File: src/rtl/alignment_pkg.sv
// alignment_pkg: definitions shared by the alignment datapath blocks.
//   BASE_A/C/G/T  : 2-bit nucleotide codes carried on the base stream
//   SR_DIR_1      : sr_dir value that selects the shift register's dir=1 branch
//   bwc_state_t   : base_window_ctrl sequencer states
package alignment_pkg;

    localparam logic [1:0] BASE_A = 2'b00;
    localparam logic [1:0] BASE_C = 2'b01;
    localparam logic [1:0] BASE_G = 2'b10;
    localparam logic [1:0] BASE_T = 2'b11;

    // dir_cfg/sr_dir are passed straight through: a 1 here means the shift
    // register takes its dir=1 branch, with no inversion anywhere in between.
    localparam logic SR_DIR_1 = 1'b1;

    typedef enum logic [2:0] {
        BWC_IDLE,
        BWC_CLEAR,
        BWC_FILL,
        BWC_WAIT_WIN,
        BWC_DONE
    } bwc_state_t;

endpackage

File: src/rtl/base_window_ctrl.sv
// base_window_ctrl: sequencer for the 2*B-bit base window shift register.
// Clears the register, fills it with B bases from the stream, then presents
// each complete window downstream and slides in one base per window.
//   clk, reset          : clock, synchronous active-high reset
//   start, dir_cfg      : begin a sequence (ignored while busy), direction
//   s_valid/s_ready     : base stream handshake; s_base code, s_last marker
//   sr_en/sr_dir/sr_in  : shift register controls; sr_clear sync clear
//   win_valid/win_ready : window handshake; win_pos = 0-based window index
//   busy, done          : not idle, one-cycle end-of-sequence pulse
//   err_short           : sticky, sequence ended with fewer than B bases
module base_window_ctrl
    import alignment_pkg::*;
#(
    parameter int B     = 4,
    parameter int POS_W = 16
) (
    input  logic             clk,
    input  logic             reset,
    input  logic             start,
    input  logic             dir_cfg,
    input  logic             s_valid,
    input  logic [1:0]       s_base,
    input  logic             s_last,
    output logic             s_ready,
    output logic             sr_en,
    output logic             sr_dir,
    output logic [1:0]       sr_in,
    output logic             sr_clear,
    output logic             win_valid,
    input  logic             win_ready,
    output logic [POS_W-1:0] win_pos,
    output logic             busy,
    output logic             done,
    output logic             err_short
);

    localparam int NEED_W = $clog2(B + 1);

    bwc_state_t        state, state_nx;
    logic [NEED_W-1:0] need;
    logic              last_seen;

    wire fill_acc = (state == BWC_FILL) && s_valid;
    wire win_acc  = (state == BWC_WAIT_WIN) && win_ready;

    // State register plus the counters/flags it sequences.
    always_ff @(posedge clk) begin
        if (reset) begin
            state     <= BWC_IDLE;
            need      <= '0;
            last_seen <= 1'b0;
            sr_dir    <= 1'b0;
            err_short <= 1'b0;
            win_pos   <= '0;
        end else begin
            state <= state_nx;
            if (state == BWC_IDLE && start) begin
                sr_dir    <= dir_cfg;
                err_short <= 1'b0;
                win_pos   <= '0;
                need      <= NEED_W'(B);
                last_seen <= 1'b0;
            end
            if (fill_acc) begin
                need <= need - NEED_W'(1);
                if (s_last) last_seen <= 1'b1;
                // Only reachable in the initial fill: slides always run with need==1.
                if (s_last && need != NEED_W'(1)) err_short <= 1'b1;
            end
            if (win_acc) begin
                win_pos <= win_pos + POS_W'(1);
                if (!last_seen) need <= NEED_W'(1);
            end
        end
    end

    always_comb begin
        state_nx = state;
        case (state)
            BWC_IDLE:     if (start) state_nx = BWC_CLEAR;
            BWC_CLEAR:    state_nx = BWC_FILL;
            BWC_FILL: begin
                if (s_valid) begin
                    if (need == NEED_W'(1)) state_nx = BWC_WAIT_WIN;
                    else if (s_last)        state_nx = BWC_DONE;
                end
            end
            BWC_WAIT_WIN: if (win_ready) state_nx = last_seen ? BWC_DONE : BWC_FILL;
            BWC_DONE:     state_nx = BWC_IDLE;
            default:      state_nx = BWC_IDLE;
        endcase
    end

    // The base path is combinational so the register shifts on the accepting edge.
    always_comb begin
        s_ready   = (state == BWC_FILL);
        sr_en     = fill_acc;
        sr_in     = fill_acc ? s_base : BASE_A;
        sr_clear  = (state == BWC_CLEAR);
        win_valid = (state == BWC_WAIT_WIN);
        done      = (state == BWC_DONE);
        busy      = (state != BWC_IDLE);
    end

endmodule

File: config.mk
export PLATFORM = sky130hd
export DESIGN_NAME = base_window_ctrl
export DESIGN_NICKNAME = d
export VERILOG_FILES = /design/src/rtl/alignment_pkg.sv /design/src/rtl/base_window_ctrl.sv
export SDC_FILE = /design/constraint.sdc
export NUM_CORES = 1
export LEC_CHECK = 0
export BUFFER_PORTS_ARGS = -buffer_cell sky130_fd_sc_hd__buf_2
export CORE_MARGIN = 3
export CORE_UTILIZATION = 55
export DETAILED_ROUTE_END_ITERATION = 7
export PLACE_DENSITY_LB_ADDON = 0.25
export SLEW_MARGIN = 20
export SYNTH_ARGS = -nofsm -noshare
export SYNTH_HDL_FRONTEND = slang
export SYNTH_SLANG_ARGS = --single-unit
File: constraint.sdc
create_clock -name clk -period 4.2 [get_ports clk]
set_input_delay 0.21 -clock clk [delete_from_list [all_inputs] [get_ports clk]]
set_output_delay 0.21 -clock clk [all_outputs]
set_load 0.01 [all_outputs]
==> results of run 1 <==
power by group:
part	total, µW	switching [µW]	internal, µW
combinational	95.5	56.7	38.7
clock	113	76.2	36.4
sequential	264	17.2	247
cell usage after synthesis (2+ instances only):
master	n	area share, %
sky130_fd_sc_hd__nor4_1	2	0.95
sky130_fd_sc_hd__buf_6	2	1.7
sky130_fd_sc_hd__a21oi_1	11	4.2
sky130_fd_sc_hd__nand2_1	13	3.7
sky130_fd_sc_hd__xor2_1	4	2.7
sky130_fd_sc_hd__nor3b_1	2	1.1
sky130_fd_sc_hd__o21ai_0	3	1.1
sky130_fd_sc_hd__nand3_1	6	2.3
sky130_fd_sc_hd__or2_2	4	1.9
sky130_fd_sc_hd__inv_1	5	1.4
sky130_fd_sc_hd__a22oi_1	2	1.1
sky130_fd_sc_hd__nor2_1	18	5.1
sky130_fd_sc_hd__nand2b_1	3	1.4
sky130_fd_sc_hd__o211ai_1	3	1.7
sky130_fd_sc_hd__a31oi_1	3	1.4
sky130_fd_sc_hd__mux2i_1	3	2.3
sky130_fd_sc_hd__nand4_1	4	1.9
sky130_fd_sc_hd__nor3_1	7	2.7
sky130_fd_sc_hd__a211oi_1	2	1.1
sky130_fd_sc_hd__and3_1	8	3.8
sky130_fd_sc_hd__or3_1	4	1.9
sky130_fd_sc_hd__and2_1	2	0.95
sky130_fd_sc_hd__clkbuf_1	3	0.86
sky130_fd_sc_hd__dfxtp_1	25	38
sky130_fd_sc_hd__ha_1	3	2.9
sky130_fd_sc_hd__buf_2	3	1.1
final cells by class:
| type | count | area, µm² |
|---|---|---|
| Fill cell | 203 | 724.4 |
| Tap cell | 28 | 35.03 |
| Clock inverter | 1 | 7.507 |
| Sequential cell | 25 | 500.5 |
| Inverter | 5 | 18.77 |
| Timing Repair Buffer | 34 | 170.2 |
| Clock buffer | 3 | 22.52 |
| Multi-Input combinational cell | 121 | 754.5 |
cell usage in the layout (no fill, tap or decap), types with 2 or more instances in the layout:
cell type                  netlist  routed
sky130_fd_sc_hd__o211ai_1        3       3
sky130_fd_sc_hd__a22oi_1         2       2
sky130_fd_sc_hd__mux2i_1         3       3
sky130_fd_sc_hd__nor2_1         18      18
sky130_fd_sc_hd__and2_1          2       2
sky130_fd_sc_hd__nor3b_1         2       2
sky130_fd_sc_hd__nand4_1         4       4
sky130_fd_sc_hd__buf_2           3      34
sky130_fd_sc_hd__nand3_1         6       6
sky130_fd_sc_hd__a21oi_1        11      11
sky130_fd_sc_hd__nand2_1        13      13
sky130_fd_sc_hd__ha_1            3       3
sky130_fd_sc_hd__clkbuf_4        0       3
sky130_fd_sc_hd__and3_1          8       8
sky130_fd_sc_hd__nor4_1          2       2
sky130_fd_sc_hd__nor3_1          7       7
sky130_fd_sc_hd__a31oi_1         3       3
sky130_fd_sc_hd__or2_2           4       4
sky130_fd_sc_hd__a211oi_1        2       2
sky130_fd_sc_hd__inv_1           5       5
sky130_fd_sc_hd__nand2b_1        3       3
sky130_fd_sc_hd__xor2_1          4       4
sky130_fd_sc_hd__o21ai_0         3       3
sky130_fd_sc_hd__or3_1           4       4
sky130_fd_sc_hd__dfxtp_1        25      25
layer usage:
metal	vias up	part of all wire [%]
li1	632	-
met1	600	48
met2	34	47
met3	4	4.2
met4	0	1.0
met5	-	0
sequential cells by signal, indices dropped and copies added (netlist names):
name,flops
win_pos,16
need,3
state,3
err_short,1
last_seen,1
sr_dir,1
per-stage QoR:
step | total power, µW | utilization (%)
4_1_cts | 475.0 | 67.28
6_report | 471.9 | 67.56
5_1_grt | 494.4 | 67.56
2_1_floorplan | 334.9 | -
3_3_place_gp | 359.3 | 65.94
3_5_place_dp | 362.8 | 65.94
worst min-delay path, delay by kind of cell:
kind	cells	cell delay, ps
buf+inv	1	100
simple gates	1	40
compound gates	1	50
kinds of logic after synthesis:
logic type / Yosys count / synth area share (%)
and+or+nand+nor: 81 / 34.41
AOI/OAI and AO/OA: 29 / 13.97
DFF: 25 / 38.02
buffers and inverters: 13 / 5.133
xor gates and xnor gates: 5 / 3.327
muxes: 3 / 2.281
adders and majority gates: 3 / 2.852
worst max-delay path by stage:
stage                  start          to  slack, ps  depth (start not counted)
global placement    state[1]    sr_in[1]       2290                          3
floorplan           state[2]  win_pos[8]       2730                          6
finish              state[1]    sr_in[1]       2120                          3
global route        state[1]    sr_in[1]       1920                          3
detailed placement  state[1]    sr_in[1]       2210                          3
CTS                 state[1]    sr_in[1]       1830                          3
==> tab_implementation.tex, run 1 <==
\begin{tabular}{lr}
\hline
Metric & Value \\
\hline
\multicolumn{2}{l}{\textbf{Final layout}} \\
\quad Final standard cell count with taps included and fillers excluded & 217 \\
\quad Post-layout net count & 202 \\
\quad Area added between synthesis and finish & 14.64\% \\
\quad Share of post-route cells with drive strength above 1 & 24.34\% \\
\quad Number of antenna cells inserted & 0 \\
\quad Post-route cell area & 0.001509 mm² \\
\multicolumn{2}{l}{\textbf{Worst setup path}} \\
\quad Max Fanout on Critical Path & 11 \\
\quad Worst reg-to-reg path cell count & 4 \\
\quad Series of cell instances along the critical path & nor4bb\_2, and2\_1, buf\_2 \\
\quad Worst EP arrival & 1870 ps \\
\quad Cell family with the largest share of critical-path delay & simple AND/OR/NAND/NOR gates \\
\quad Worst stage delay on the critical path & 660 ps \\
\quad Element type at the critical path end & primary output \\
\quad CP required & 3990 ps \\
\quad Critical Path Source Type & flip-flop \\
\quad Reg2Reg Capture Point & win\_pos[12] \\
\quad Reg2reg start & state[0] \\
\quad Cell with the biggest individual delay on the critical path & sky130\_fd\_sc\_hd\_\_nor4bb\_2 \\
\quad FF-to-FF setup slack & 2280 ps \\
\quad WP buf/inv & 1 \\
\quad Type of the setup path with the least slack & reg2out \\
\multicolumn{2}{l}{\textbf{Global route}} \\
\quad All-layer global routing usage & 20.39\% \\
\quad Routing layer with the top usage in global route & met2 \\
\quad Met3 track demand over resource & 2.413\% \\
\quad Met2 Resource Use GR & 33.07\% \\
\quad Global-route wire length before repair & 4.540 mm \\
\quad Initial antenna violation count & 0 \\
\quad Met1 GRT Util & 28.15\% \\
\quad Overflow left after global routing & 0 \\
\quad Pin count of the biggest net entering global routing & 23 \\
\quad Vias in the first global route & 1065 \\
\multicolumn{2}{l}{\textbf{Floorplan}} \\
\quad Core Area & 0.002233 mm² \\
\quad Starting density of the core & 58.94\% \\
\quad Total number of placement rows & 17 \\
\quad Die Span X & 54.92 µm \\
\quad Die outline area & 0.003016 mm² \\
\quad IO Pins & 35 \\
\quad Die span in y & 54.92 µm \\
\multicolumn{2}{l}{\textbf{Logic synthesis}} \\
\quad Most common flop cell mapped by yosys & sky130\_fd\_sc\_hd\_\_dfxtp\_1 \\
\quad Count of flip-flops with a built-in enable after synthesis & 0 \\
\quad Cell count after synthesis & 159 \\
\quad Number of warnings issued by yosys & 0 \\
\quad Post-synthesis cell area & 0.001316 mm² \\
\quad Flip-flop and latch count after synthesis & 25 \\
\quad Syn avg cell area & 8.278 µm² \\
\quad Async S/R FF share, synth & 0\% \\
\quad Count of cell types in the netlist & 40 \\
\quad Mapped Nets & 171 \\
\quad Part of the Yosys area used for sequential elements & 38.02\% \\
\multicolumn{2}{l}{\textbf{Place}} \\
\quad Count of placed standard cells including taps & 213 \\
\quad Pre-CTS setup slack & 2206 ps \\
\quad Area after detailed placement & 0.001473 mm² \\
\quad Global placer's final weighted congestion & 0.8054 \\
\quad Half-perimeter wire length after detailed placement & 2.162 mm \\
\quad \# port buffers & 34 \\
\multicolumn{2}{l}{\textbf{STA}} \\
\quad Final TNS setup & 0 ps \\
\quad Final Worst Setup Slack & 2119 ps \\
\quad Maximum clock skew at final layout & 12.56 ps \\
\quad Portion of the clock cycle consumed by the worst path in the final layout & 49.56\% \\
\quad Final hold vios & 0 \\
\quad Max Slew Vio Count & 0 \\
\quad Worst max-slew margin expressed relative to the limit & 52.21\% \\
\quad Min Clock Period, post-route & 2081 ps \\
\quad Post-route worst hold slack & 104.2 ps \\
\quad Transition time at the pin with the least slew margin & 706.7 ps \\
\quad Final setup violation count & 0 \\
\quad Unrepaired setup endpoints after global routing & no \\
\quad Maximum frequency from static timing analysis & 480.4 MHz \\
\multicolumn{2}{l}{\textbf{CTS}} \\
\quad Later-pin clock latency in the skew report & 330 ps \\
\quad Clock-pin slew on the worst setup and hold paths & 150 ps \\
\quad Total number of H-tree levels & 1 \\
\quad CTS Sinks & 25 \\
\quad Post-CTS setup buffers & 0 \\
\quad CTS Hold Bufs & 0 \\
\quad CTS Root Buffer Type & sky130\_fd\_sc\_hd\_\_clkbuf\_4 \\
\quad Maximum root-to-sink buffer count & 2 \\
\quad Cts repair resizes & 0 \\
\quad TritonCTS clock tree & done \\
\quad Clock buffer count from CTS & 3 \\
\multicolumn{2}{l}{\textbf{Min path}} \\
\quad Number of instances on the worst hold path & 3 \\
\quad Hold-critical path endpoint & sr\_dir \\
\quad Launch point of the worst hold path & dir\_cfg \\
\quad Class of the worst hold path & in2reg \\
\multicolumn{2}{l}{\textbf{Run}} \\
\quad Max capacitance violation total & 0 \\
\multicolumn{2}{l}{\textbf{Detailed routing}} \\
\quad DRT iter0 DRCs & 36 \\
\quad Wire length after detailed routing & 2.936 mm \\
\quad Vias post-DR & 1270 \\
\quad DRT Pass-1 Iters & 4 \\
\quad Count of antenna-violating nets left after detailed routing & 0 \\
\quad Per-cell via count in the routed design & 5.853 \\
\quad Final routed wire length divided by cell count & 13.53 µm \\
\quad DRC errors left & 0 \\
\multicolumn{2}{l}{\textbf{Pwr}} \\
\quad Leakage power summed over all cells & 0.0006735 µW \\
\quad Maximum VDD drop & 0.1797 mV \\
\quad Total power divided by cell area & 312.7 mW/mm² \\
\multicolumn{2}{l}{\textbf{Status}} \\
\quad Outcome & completed \\
\hline
\end{tabular}
Note: power is estimated with default switching activity, not from simulation.
==> inputs of run 2 (changes only) <==
- CORE_UTILIZATION: 55 -> 46
- clock period: 4.2 -> 1.7 ns (I/O delays scaled with it)
==> run 2 against run 1 <==
Against the previous run:
- clock-buffer cell count is the same
- sequential share of layout area shrank 1.6 points
- utilization fell by 6.3 points
- final area is 5.2% higher
- total power rose to 2.5 times the previous value
- critical path depth grew 2
- sequential power up 140%
==> tab_implementation.tex, run 2 (synthesis results as in run 1) <==
\begin{tabular}{lr}
\hline
Metric & Value \\
\hline
\multicolumn{2}{l}{\textbf{Worst setup path}} \\
\quad Most common cell type on the critical path & sky130\_fd\_sc\_hd\_\_buf\_4 \\
\quad CP required & 1620 ps (was 3990 ps) \\
\quad Worst stage delay on the critical path & 380 ps (was 660 ps) \\
\quad Element type at the critical path end & primary output (unchanged) \\
\quad Max Fanout on Critical Path & 8 (was 11) \\
\quad Cell family with the largest share of critical-path delay & buffers and inverters (was simple AND/OR/NAND/NOR gates) \\
\quad Type of the setup path with the least slack & reg2out (unchanged) \\
\quad WP buf/inv & 3 (was 1) \\
\quad Worst EP arrival & 1530 ps (was 1870 ps) \\
\quad Critical Path Source Type & flip-flop (unchanged) \\
\quad Cell with the biggest individual delay on the critical path & sky130\_fd\_sc\_hd\_\_dfxtp\_2 (was sky130\_fd\_sc\_hd\_\_nor4bb\_2) \\
\quad Series of cell instances along the critical path & buf\_4, nor4bb\_2, buf\_4, and2\_1, buf\_2 (was nor4bb\_2, and2\_1, buf\_2) \\
\multicolumn{2}{l}{\textbf{Floorplan}} \\
\quad Total number of placement rows & 18 (was 17) \\
\quad Core Area & 0.002590 mm² (was 0.002233 mm²) \\
\quad Starting density of the core & 50.82\% (was 58.94\%) \\
\quad Die Span X & 59.49 µm (was 54.92 µm) \\
\quad IO Pins & 35 (unchanged) \\
\quad Die span in y & 59.49 µm (was 54.92 µm) \\
\quad Die outline area & 0.003539 mm² (was 0.003016 mm²) \\
\multicolumn{2}{l}{\textbf{Final layout}} \\
\quad Total of fill cells in the finished design & 238 (was 203) \\
\quad Largest regs & win\_pos x16, need x3, state x3 (unchanged) \\
\quad Share of post-route cells with drive strength above 1 & 28.14\% (was 24.34\%) \\
\quad Flip-flop count of the largest register, all copies and words added & 16 (unchanged) \\
\quad Number of antenna cells inserted & 0 (unchanged) \\
\quad Area added between synthesis and finish & 20.63\% (was 14.64\%) \\
\quad Post-layout net count & 212 (was 202) \\
\quad Top library cells by usage in the layout, fill and taps aside & sky130\_fd\_sc\_hd\_\_buf\_2 (34), sky130\_fd\_sc\_hd\_\_dfxtp\_1 (24), sky130\_fd\_sc\_hd\_\_nor2\_1 (18), sky130\_fd\_sc\_hd\_\_nand2\_1 (13), sky130\_fd\_sc\_hd\_\_a21oi\_1 (11) (was sky130\_fd\_sc\_hd\_\_buf\_2 (34), sky130\_fd\_sc\_hd\_\_dfxtp\_1 (25), sky130\_fd\_sc\_hd\_\_nor2\_1 (18), sky130\_fd\_sc\_hd\_\_nand2\_1 (13), sky130\_fd\_sc\_hd\_\_a21oi\_1 (11)) \\
\quad Most common library cell in the layout ignoring fill and taps & sky130\_fd\_sc\_hd\_\_buf\_2 (unchanged) \\
\quad Largest register by flop count & win\_pos (unchanged) \\
\multicolumn{2}{l}{\textbf{CTS}} \\
\quad Total number of H-tree levels & 1 (unchanged) \\
\quad CTS Root Buffer Type & sky130\_fd\_sc\_hd\_\_clkbuf\_4 (unchanged) \\
\quad Clock buffer count from CTS & 3 (unchanged) \\
\quad TritonCTS clock tree & done (unchanged) \\
\quad Later-pin clock latency in the skew report & 320 ps (was 330 ps) \\
\quad Clock-pin slew on the worst setup and hold paths & 130 ps (was 150 ps) \\
\quad Maximum root-to-sink buffer count & 2 (unchanged) \\
\quad CTS Sinks & 25 (unchanged) \\
\multicolumn{2}{l}{\textbf{STA}} \\
\quad Min Clock Period, post-route & 1614 ps \\
\quad Worst max-slew margin expressed relative to the limit & 73.58\% (was 52.21\%) \\
\quad Maximum clock skew at final layout & 3.677 ps (was 12.56 ps) \\
\quad Unrepaired setup endpoints after global routing & no (unchanged) \\
\quad Final setup violation count & 0 (unchanged) \\
\quad Final TNS setup & 0 ps (unchanged) \\
\quad Transition time at the pin with the least slew margin & 396.3 ps (was 706.7 ps) \\
\quad Max Slew Vio Count & 0 (unchanged) \\
\quad Maximum frequency from static timing analysis & 619.7 MHz \\
\quad Final hold vios & 0 (unchanged) \\
\quad Portion of the clock cycle consumed by the worst path in the final layout & 94.93\% \\
\multicolumn{2}{l}{\textbf{Global route}} \\
\quad All-layer global routing usage & 18.67\% (was 20.39\%) \\
\quad Vias in the first global route & 1157 (was 1065) \\
\quad Initial antenna violation count & 0 (unchanged) \\
\quad Global-route wire length before repair & 5.037 mm (was 4.540 mm) \\
\quad Overflow left after global routing & 0 (unchanged) \\
\quad Pin count of the biggest net entering global routing & 23 (unchanged) \\
\multicolumn{2}{l}{\textbf{Detailed routing}} \\
\quad Final routed wire length divided by cell count & 13.72 µm (was 13.53 µm) \\
\quad Wire length after detailed routing & 3.143 mm (was 2.936 mm) \\
\quad DRC errors left & 0 (unchanged) \\
\quad Count of antenna-violating nets left after detailed routing & 0 (unchanged) \\
\quad Per-cell via count in the routed design & 5.817 (was 5.853) \\
\quad DRT Pass-1 Iters & 4 (unchanged) \\
\quad DRT iter0 DRCs & 58 (was 36) \\
\quad Vias post-DR & 1332 (was 1270) \\
\multicolumn{2}{l}{\textbf{Pwr}} \\
\quad P\_int & 820.6 µW (was 321.7 µW) \\
\quad Total power divided by cell area & 746.2 mW/mm² (was 312.7 mW/mm²) \\
\quad Leakage power summed over all cells & 0.0007299 µW (was 0.0006735 µW) \\
\quad Portion of total power attributed to combinational logic & 24.1\% (was 20.2\%) \\
\quad Overall power consumption & 1185 µW (was 471.9 µW) \\
\quad Sequential Power Share & 53.9\% (was 55.9\%) \\
\quad Switching power share of the total & 30.74\% (was 31.82\%) \\
\quad Switching power & 364.2 µW (was 150.1 µW) \\
\quad Maximum VDD drop & 0.5682 mV (was 0.1797 mV) \\
\quad Part of the power in the clock network & 21.9\% (was 23.9\%) \\
\multicolumn{2}{l}{\textbf{Place}} \\
\quad \# port buffers & 34 (unchanged) \\
\quad Global placer's final weighted congestion & 0.8155 (was 0.8054) \\
\quad Half-perimeter wire length after detailed placement & 2.341 mm (was 2.162 mm) \\
\multicolumn{2}{l}{\textbf{Status}} \\
\quad Outcome & completed (unchanged) \\
\multicolumn{2}{l}{\textbf{Min path}} \\
\quad Class of the worst hold path & in2reg (unchanged) \\
\multicolumn{2}{l}{\textbf{Run}} \\
\quad Max capacitance violation total & 0 (unchanged) \\
\hline
\end{tabular}
run 2: final timing paths:
path / from / end / slack [ps] / cells after the start
worst max-delay path: state[0] / sr_in[1] / 90 / 5
worst min-delay path: s_last / last_seen / 50 / 3
worst max register to register: state[1] / win_pos[15] / 130 / 5
worst min register to register: sr_dir / sr_dir / 480 / 2
run 2: layer usage:
layer	up-vias	track usage [%]	routed length, µm
met5	-	0	0
met4	0	5.696	36
met3	7	3.922	244
met2	49	30.27	1464
met1	622	24.83	1398
li1	654	-	-
run 2: what timing repair did:
action,CTS,global route
resized for setup,0,2
endpoints found under the setup margin,2,2
hold buffers,1,0
cloned,0,0
endpoints found under the hold margin,1,0
buffers inserted,1,0
run 2: power by group through the flow:
stage,sequential [µW],combinational [µW],clock (µW)
after floorplan,637,190,0
after global placement,647,271,0
after detailed placement,649,277,0
after CTS,636,283,271
after global routing,643,319,293
final,639,286,260
run 2: tightest hold or removal path, cell delays in order:
cell and delay [ps]:
sky130_fd_sc_hd__buf_2 100, sky130_fd_sc_hd__a22oi_1 70, sky130_fd_sc_hd__nor2_1 80
run 2: area by class of cell:
class                           instances  area, µm²  area share (%)
Inverter                                5      18.77           1.182
Sequential cell                        25      501.7           31.60
Clock buffer                            3      22.52           1.418
Tap cell                               30      37.54           2.364
Clock inverter                          1      5.005          0.3152
Multi-Input combinational cell        121      754.5           47.52
Timing Repair Buffer                   44      247.7           15.60
run 2: through the flow:
step                cell area (µm²)  setup slack [ps]  hold slack (ps)  cells  util, %
floorplan                      1316             225.5            221.0    159        -
global placement               1535             235.0            324.2    223    59.28
detailed placement             1535             172.9            342.3    223    59.28
CTS                            1580             24.54            36.54    229    61.01
global route                   1588             14.02            50.60    229    61.30
finish                         1588             86.25            53.93    229    61.30
==> inputs of run 3 (changes only) <==
- ABC_AREA: not set -> 1
- CORE_UTILIZATION: 46 -> 35
- clock period: 1.7 -> 1.35 ns (I/O delays scaled with it)
==> run 3 against run 2 <==
Against the previous run:
- via count up 17%
- sequential power increased by 41%
- die area up 41%
- global-route usage is 2.9 points lower
- first-iteration DRC count up 74%
- clock skew increased by 0.57 ps
- cell count increased by 46%
- utilization shrank 10 points
- register-to-register slack got worse by 70 ps
- critical path type is now reg2reg
- critical endpoint is now win_pos[10]
- highest routed layer unchanged
==> tab_implementation.tex, run 3 <==
\begin{tabular}{lr}
\hline
Metric & Value \\
\hline
\multicolumn{2}{l}{\textbf{STA}} \\
\quad Final hold vios & 0 (unchanged) \\
\quad Max Slew Vio Count & 0 (unchanged) \\
\quad Min Clock Period, post-route & 1291 ps \\
\quad Post-route worst hold slack & 24.67 ps (was 53.93 ps) \\
\quad Worst max-slew margin expressed relative to the limit & 77.90\% (was 73.58\%) \\
\quad Maximum frequency from static timing analysis & 774.8 MHz \\
\quad Unrepaired setup endpoints after global routing & yes (was no) \\
\quad Final setup violation count & 0 (unchanged) \\
\quad Maximum clock skew at final layout & 4.245 ps (was 3.677 ps) \\
\quad Final TNS setup & 0 ps (unchanged) \\
\quad Transition time at the pin with the least slew margin & 329.0 ps (was 396.3 ps) \\
\quad Portion of the clock cycle consumed by the worst path in the final layout & 95.61\% \\
\multicolumn{2}{l}{\textbf{Pwr}} \\
\quad Part of the power in the clock network & 21.1\% (was 21.9\%) \\
\quad Maximum VDD drop & 0.4910 mV (was 0.5682 mV) \\
\quad Total power divided by cell area & 1113 mW/mm² (was 746.2 mW/mm²) \\
\quad Portion of total power attributed to combinational logic & 37.7\% (was 24.1\%) \\
\quad P\_int & 1354 µW (was 820.6 µW) \\
\quad Sequential Power Share & 41.1\% (was 53.9\%) \\
\quad Switching power & 841.4 µW (was 364.2 µW) \\
\quad Switching power share of the total & 38.32\% (was 30.74\%) \\
\quad Leakage power summed over all cells & 0.0009329 µW (was 0.0007299 µW) \\
\multicolumn{2}{l}{\textbf{Place}} \\
\quad Global placer's final weighted congestion & 0.8148 (was 0.8155) \\
\quad Count of placed standard cells including taps & 318 (was 223) \\
\quad \# port buffers & 34 (unchanged) \\
\quad Half-perimeter wire length after detailed placement & 2.766 mm (was 2.341 mm) \\
\multicolumn{2}{l}{\textbf{Worst setup path}} \\
\quad Reg2reg start & state[0] (was state[1]) \\
\quad Worst stage delay on the critical path & 420 ps (was 380 ps) \\
\quad Cell with the biggest individual delay on the critical path & sky130\_fd\_sc\_hd\_\_dfxtp\_4 (was sky130\_fd\_sc\_hd\_\_dfxtp\_2) \\
\quad Critical Path Source Type & flip-flop (unchanged) \\
\quad CP required & 1530 ps (was 1620 ps) \\
\quad Max Fanout on Critical Path & 6 (was 8) \\
\quad Element type at the critical path end & flip-flop (was primary output) \\
\quad Cell family with the largest share of critical-path delay & simple AND/OR/NAND/NOR gates (was buffers and inverters) \\
\quad CP Launch Point & state[0] (unchanged) \\
\quad Worst EP arrival & 1470 ps (was 1530 ps) \\
\quad WP buf/inv & 0 (was 3) \\
\quad Series of cell instances along the critical path & nand2\_4, nor3\_4, nand3\_1, o21ai\_1, nor2\_1 (was buf\_4, nor4bb\_2, buf\_4, and2\_1, buf\_2) \\
\quad Type of the setup path with the least slack & reg2reg (was reg2out) \\
\multicolumn{2}{l}{\textbf{Min path}} \\
\quad Class of the worst hold path & in2reg (unchanged) \\
\quad Launch point of the worst hold path & dir\_cfg (was s\_last) \\
\multicolumn{2}{l}{\textbf{Logic synthesis}} \\
\quad Most common flop cell mapped by yosys & sky130\_fd\_sc\_hd\_\_dfxtp\_1 (unchanged) \\
\quad Proportion of netlist area held by the largest area contributor & 34.10\% (was 38.02\%) \\
\quad Mapped Nets & 241 (was 171) \\
\quad Cell count after synthesis & 229 (was 159) \\
\quad Cell with the most instances after synthesis & sky130\_fd\_sc\_hd\_\_nand2\_1 (was sky130\_fd\_sc\_hd\_\_dfxtp\_1) \\
\quad Async S/R FF share, synth & 0\% (unchanged) \\
\quad Count of cell types in the netlist & 27 (was 40) \\
\quad Number of warnings issued by yosys & 0 (unchanged) \\
\quad Cell type with the highest aggregate area in the netlist & sky130\_fd\_sc\_hd\_\_dfxtp\_1 (unchanged) \\
\quad Top post-synthesis cells by count & sky130\_fd\_sc\_hd\_\_nand2\_1 (57), sky130\_fd\_sc\_hd\_\_nor2\_1 (36), sky130\_fd\_sc\_hd\_\_inv\_1 (31) (was sky130\_fd\_sc\_hd\_\_dfxtp\_1 (25), sky130\_fd\_sc\_hd\_\_nor2\_1 (18), sky130\_fd\_sc\_hd\_\_nand2\_1 (13)) \\
\quad Part of the Yosys area used for sequential elements & 34.10\% (was 38.02\%) \\
\quad Count of flip-flops with a built-in enable after synthesis & 0 (unchanged) \\
\quad Syn avg cell area & 6.409 µm² (was 8.278 µm²) \\
\quad Biggest area contributors in the synthesized netlist & sky130\_fd\_sc\_hd\_\_dfxtp\_1 (34\%), sky130\_fd\_sc\_hd\_\_nand2\_1 (15\%), sky130\_fd\_sc\_hd\_\_nor2\_1 (9.2\%) (was sky130\_fd\_sc\_hd\_\_dfxtp\_1 (38\%), sky130\_fd\_sc\_hd\_\_nor2\_1 (5.1\%), sky130\_fd\_sc\_hd\_\_a21oi\_1 (4.2\%)) \\
\quad Post-synthesis cell area & 0.001468 mm² (was 0.001316 mm²) \\
\quad Flip-flop and latch count after synthesis & 25 (unchanged) \\
\multicolumn{2}{l}{\textbf{Detailed routing}} \\
\quad Per-cell via count in the routed design & 4.656 (was 5.817) \\
\quad DRT iter0 DRCs & 101 (was 58) \\
\quad Wire length after detailed routing & 3.897 mm (was 3.143 mm) \\
\quad DRT Pass-1 Iters & 4 (unchanged) \\
\quad Final routed wire length divided by cell count & 11.67 µm (was 13.72 µm) \\
\quad Vias post-DR & 1555 (was 1332) \\
\quad DRC errors left & 0 (unchanged) \\
\quad Count of antenna-violating nets left after detailed routing & 0 (unchanged) \\
\multicolumn{2}{l}{\textbf{Floorplan}} \\
\quad Starting density of the core & 38.08\% (was 50.82\%) \\
\quad Die outline area & 0.005006 mm² (was 0.003539 mm²) \\
\quad Core Area & 0.003854 mm² (was 0.002590 mm²) \\
\quad Die span in y & 70.76 µm (was 59.49 µm) \\
\quad IO Pins & 35 (unchanged) \\
\quad Die Span X & 70.76 µm (was 59.49 µm) \\
\quad Total number of placement rows & 22 (was 18) \\
\multicolumn{2}{l}{\textbf{Global route}} \\
\quad Vias in the first global route & 1439 (was 1157) \\
\quad Global-route wire length before repair & 6.410 mm (was 5.037 mm) \\
\quad Initial antenna violation count & 0 (unchanged) \\
\quad Overflow left after global routing & 0 (unchanged) \\
\quad All-layer global routing usage & 15.75\% (was 18.67\%) \\
\quad Pin count of the biggest net entering global routing & 15 (was 23) \\
\multicolumn{2}{l}{\textbf{Final layout}} \\
\quad Top library cells by usage in the layout, fill and taps aside & sky130\_fd\_sc\_hd\_\_nand2\_1 (56), sky130\_fd\_sc\_hd\_\_buf\_2 (35), sky130\_fd\_sc\_hd\_\_nor2\_1 (32), sky130\_fd\_sc\_hd\_\_inv\_1 (27) (was sky130\_fd\_sc\_hd\_\_buf\_2 (34), sky130\_fd\_sc\_hd\_\_dfxtp\_1 (24), sky130\_fd\_sc\_hd\_\_nor2\_1 (18), sky130\_fd\_sc\_hd\_\_nand2\_1 (13), sky130\_fd\_sc\_hd\_\_a21oi\_1 (11)) \\
\quad Most common library cell in the layout ignoring fill and taps & sky130\_fd\_sc\_hd\_\_nand2\_1 (was sky130\_fd\_sc\_hd\_\_buf\_2) \\
\quad Share of post-route cells with drive strength above 1 & 34.62\% (was 28.14\%) \\
\quad Post-layout net count & 299 (was 212) \\
\quad Flip-flop count of the largest register, all copies and words added & 16 (unchanged) \\
\quad Largest regs & win\_pos x16, need x3, state x3 (unchanged) \\
\quad Final standard cell count with taps included and fillers excluded & 334 (was 229) \\
\quad Largest register by flop count & win\_pos (unchanged) \\
\quad Area added between synthesis and finish & 34.44\% (was 20.63\%) \\
\quad Total of fill cells in the finished design & 416 (was 238) \\
\quad Number of antenna cells inserted & 0 (unchanged) \\
\multicolumn{2}{l}{\textbf{Status}} \\
\quad Outcome & completed (unchanged) \\
\multicolumn{2}{l}{\textbf{CTS}} \\
\quad Total number of H-tree levels & 1 (unchanged) \\
\quad CTS Hold Bufs & 0 (was 1) \\
\quad TritonCTS clock tree & done (unchanged) \\
\quad CTS Sinks & 25 (unchanged) \\
\quad Clock-pin slew on the worst setup and hold paths & 90 ps (was 130 ps) \\
\quad Maximum root-to-sink buffer count & 2 (unchanged) \\
\quad CTS Root Buffer Type & sky130\_fd\_sc\_hd\_\_clkbuf\_8 (was sky130\_fd\_sc\_hd\_\_clkbuf\_4) \\
\quad Later-pin clock latency in the skew report & 280 ps (was 320 ps) \\
\quad Clock buffer count from CTS & 3 (unchanged) \\
\multicolumn{2}{l}{\textbf{Run}} \\
\quad Max capacitance violation total & 0 (unchanged) \\
\hline
\end{tabular}
-- run 3: changes by cell type after synthesis, sizes merged, moves of 4 or more --
| cell | change |
|---|---|
| and3 | -8 |
| buf | -4 |
| inv | +30 |
| nand2 | +49 |
| nand3 | +11 |
| nor2 | +25 |
| o21ai | +12 |
| or2 | -5 |
| or3 | -4 |
| xor2 | -4 |
-- run 3: layout make-up --
cell class	instances	area (µm²)	area share, %
flip-flops and latches	25	515.5	26.13
clock buffers	3	41.29	2.093
multi-input cells	167	885.9	44.90
clock inverters	1	5.005	0.2536
inverters	35	136.4	6.912
repair buffers	55	329.1	16.68
well taps	48	60.06	3.044
-- run 3: worst reg2reg max path: stages (launching register included) --
cell and delay, ps:
sky130_fd_sc_hd__dfxtp_4 420, sky130_fd_sc_hd__nand2_4 80, sky130_fd_sc_hd__nor3_4 310, sky130_fd_sc_hd__nand3_1 180, sky130_fd_sc_hd__o21ai_1 160, sky130_fd_sc_hd__nor2_1 50
-- run 3: routing by layer --
layer  GRT usage (%)  up-vias  wire length (µm)
met1           20.74      686              1908
met3           3.125        5               150
li1                -      837                 -
met2           25.23       27              1768
met5               0        -                 0
met4           6.263        0                69
-- run 3: final timing paths --
path                                     to  slack (ps)  cells past startpoint
worst max-delay path            win_pos[10]          60                      5
worst min-delay path                 sr_dir          20                      3
worst max register to register  win_pos[10]          60                      5
worst min register to register       sr_dir         480                      2
-- run 3: timing repair --
item	4_1_cts	5_1_grt
setup buffers	5	5
cloned	0	2
resized for setup	8	24
setup endpoints to repair	12	18
pin swaps	1	10
-- run 3: kinds of logic (layout without fill, tap and decap cells) --
family	after synthesis	after routing	share of synthesized area [%]
buf+inv	38	94	9.974
flops	25	25	34.10
simple gates	130	131	41.35
compound gates	33	33	12.02
fa+ha+maj	3	3	2.558
-- run 3: power by group through the flow --
stage,logic [µW],registers (µW),clock network (µW)
global route,927,913,509
CTS,747,889,479
floorplan,483,882,0
detailed placement,687,887,0
finish,829,903,464
global placement,684,885,0
-- run 3: metrics by stage --
step                      total power, µW  util, %  cell area, µm²  setup WS, ps
after global routing                 2349    51.20            1973        -33.38
after CTS                            2115    48.34            1863         11.21
after detailed placement             1574    45.68            1760        -1.841
final                                2196    51.20            1973         59.31
after global placement               1569    45.68            1760         13.53
after floorplan                      1365        -            1470         33.73
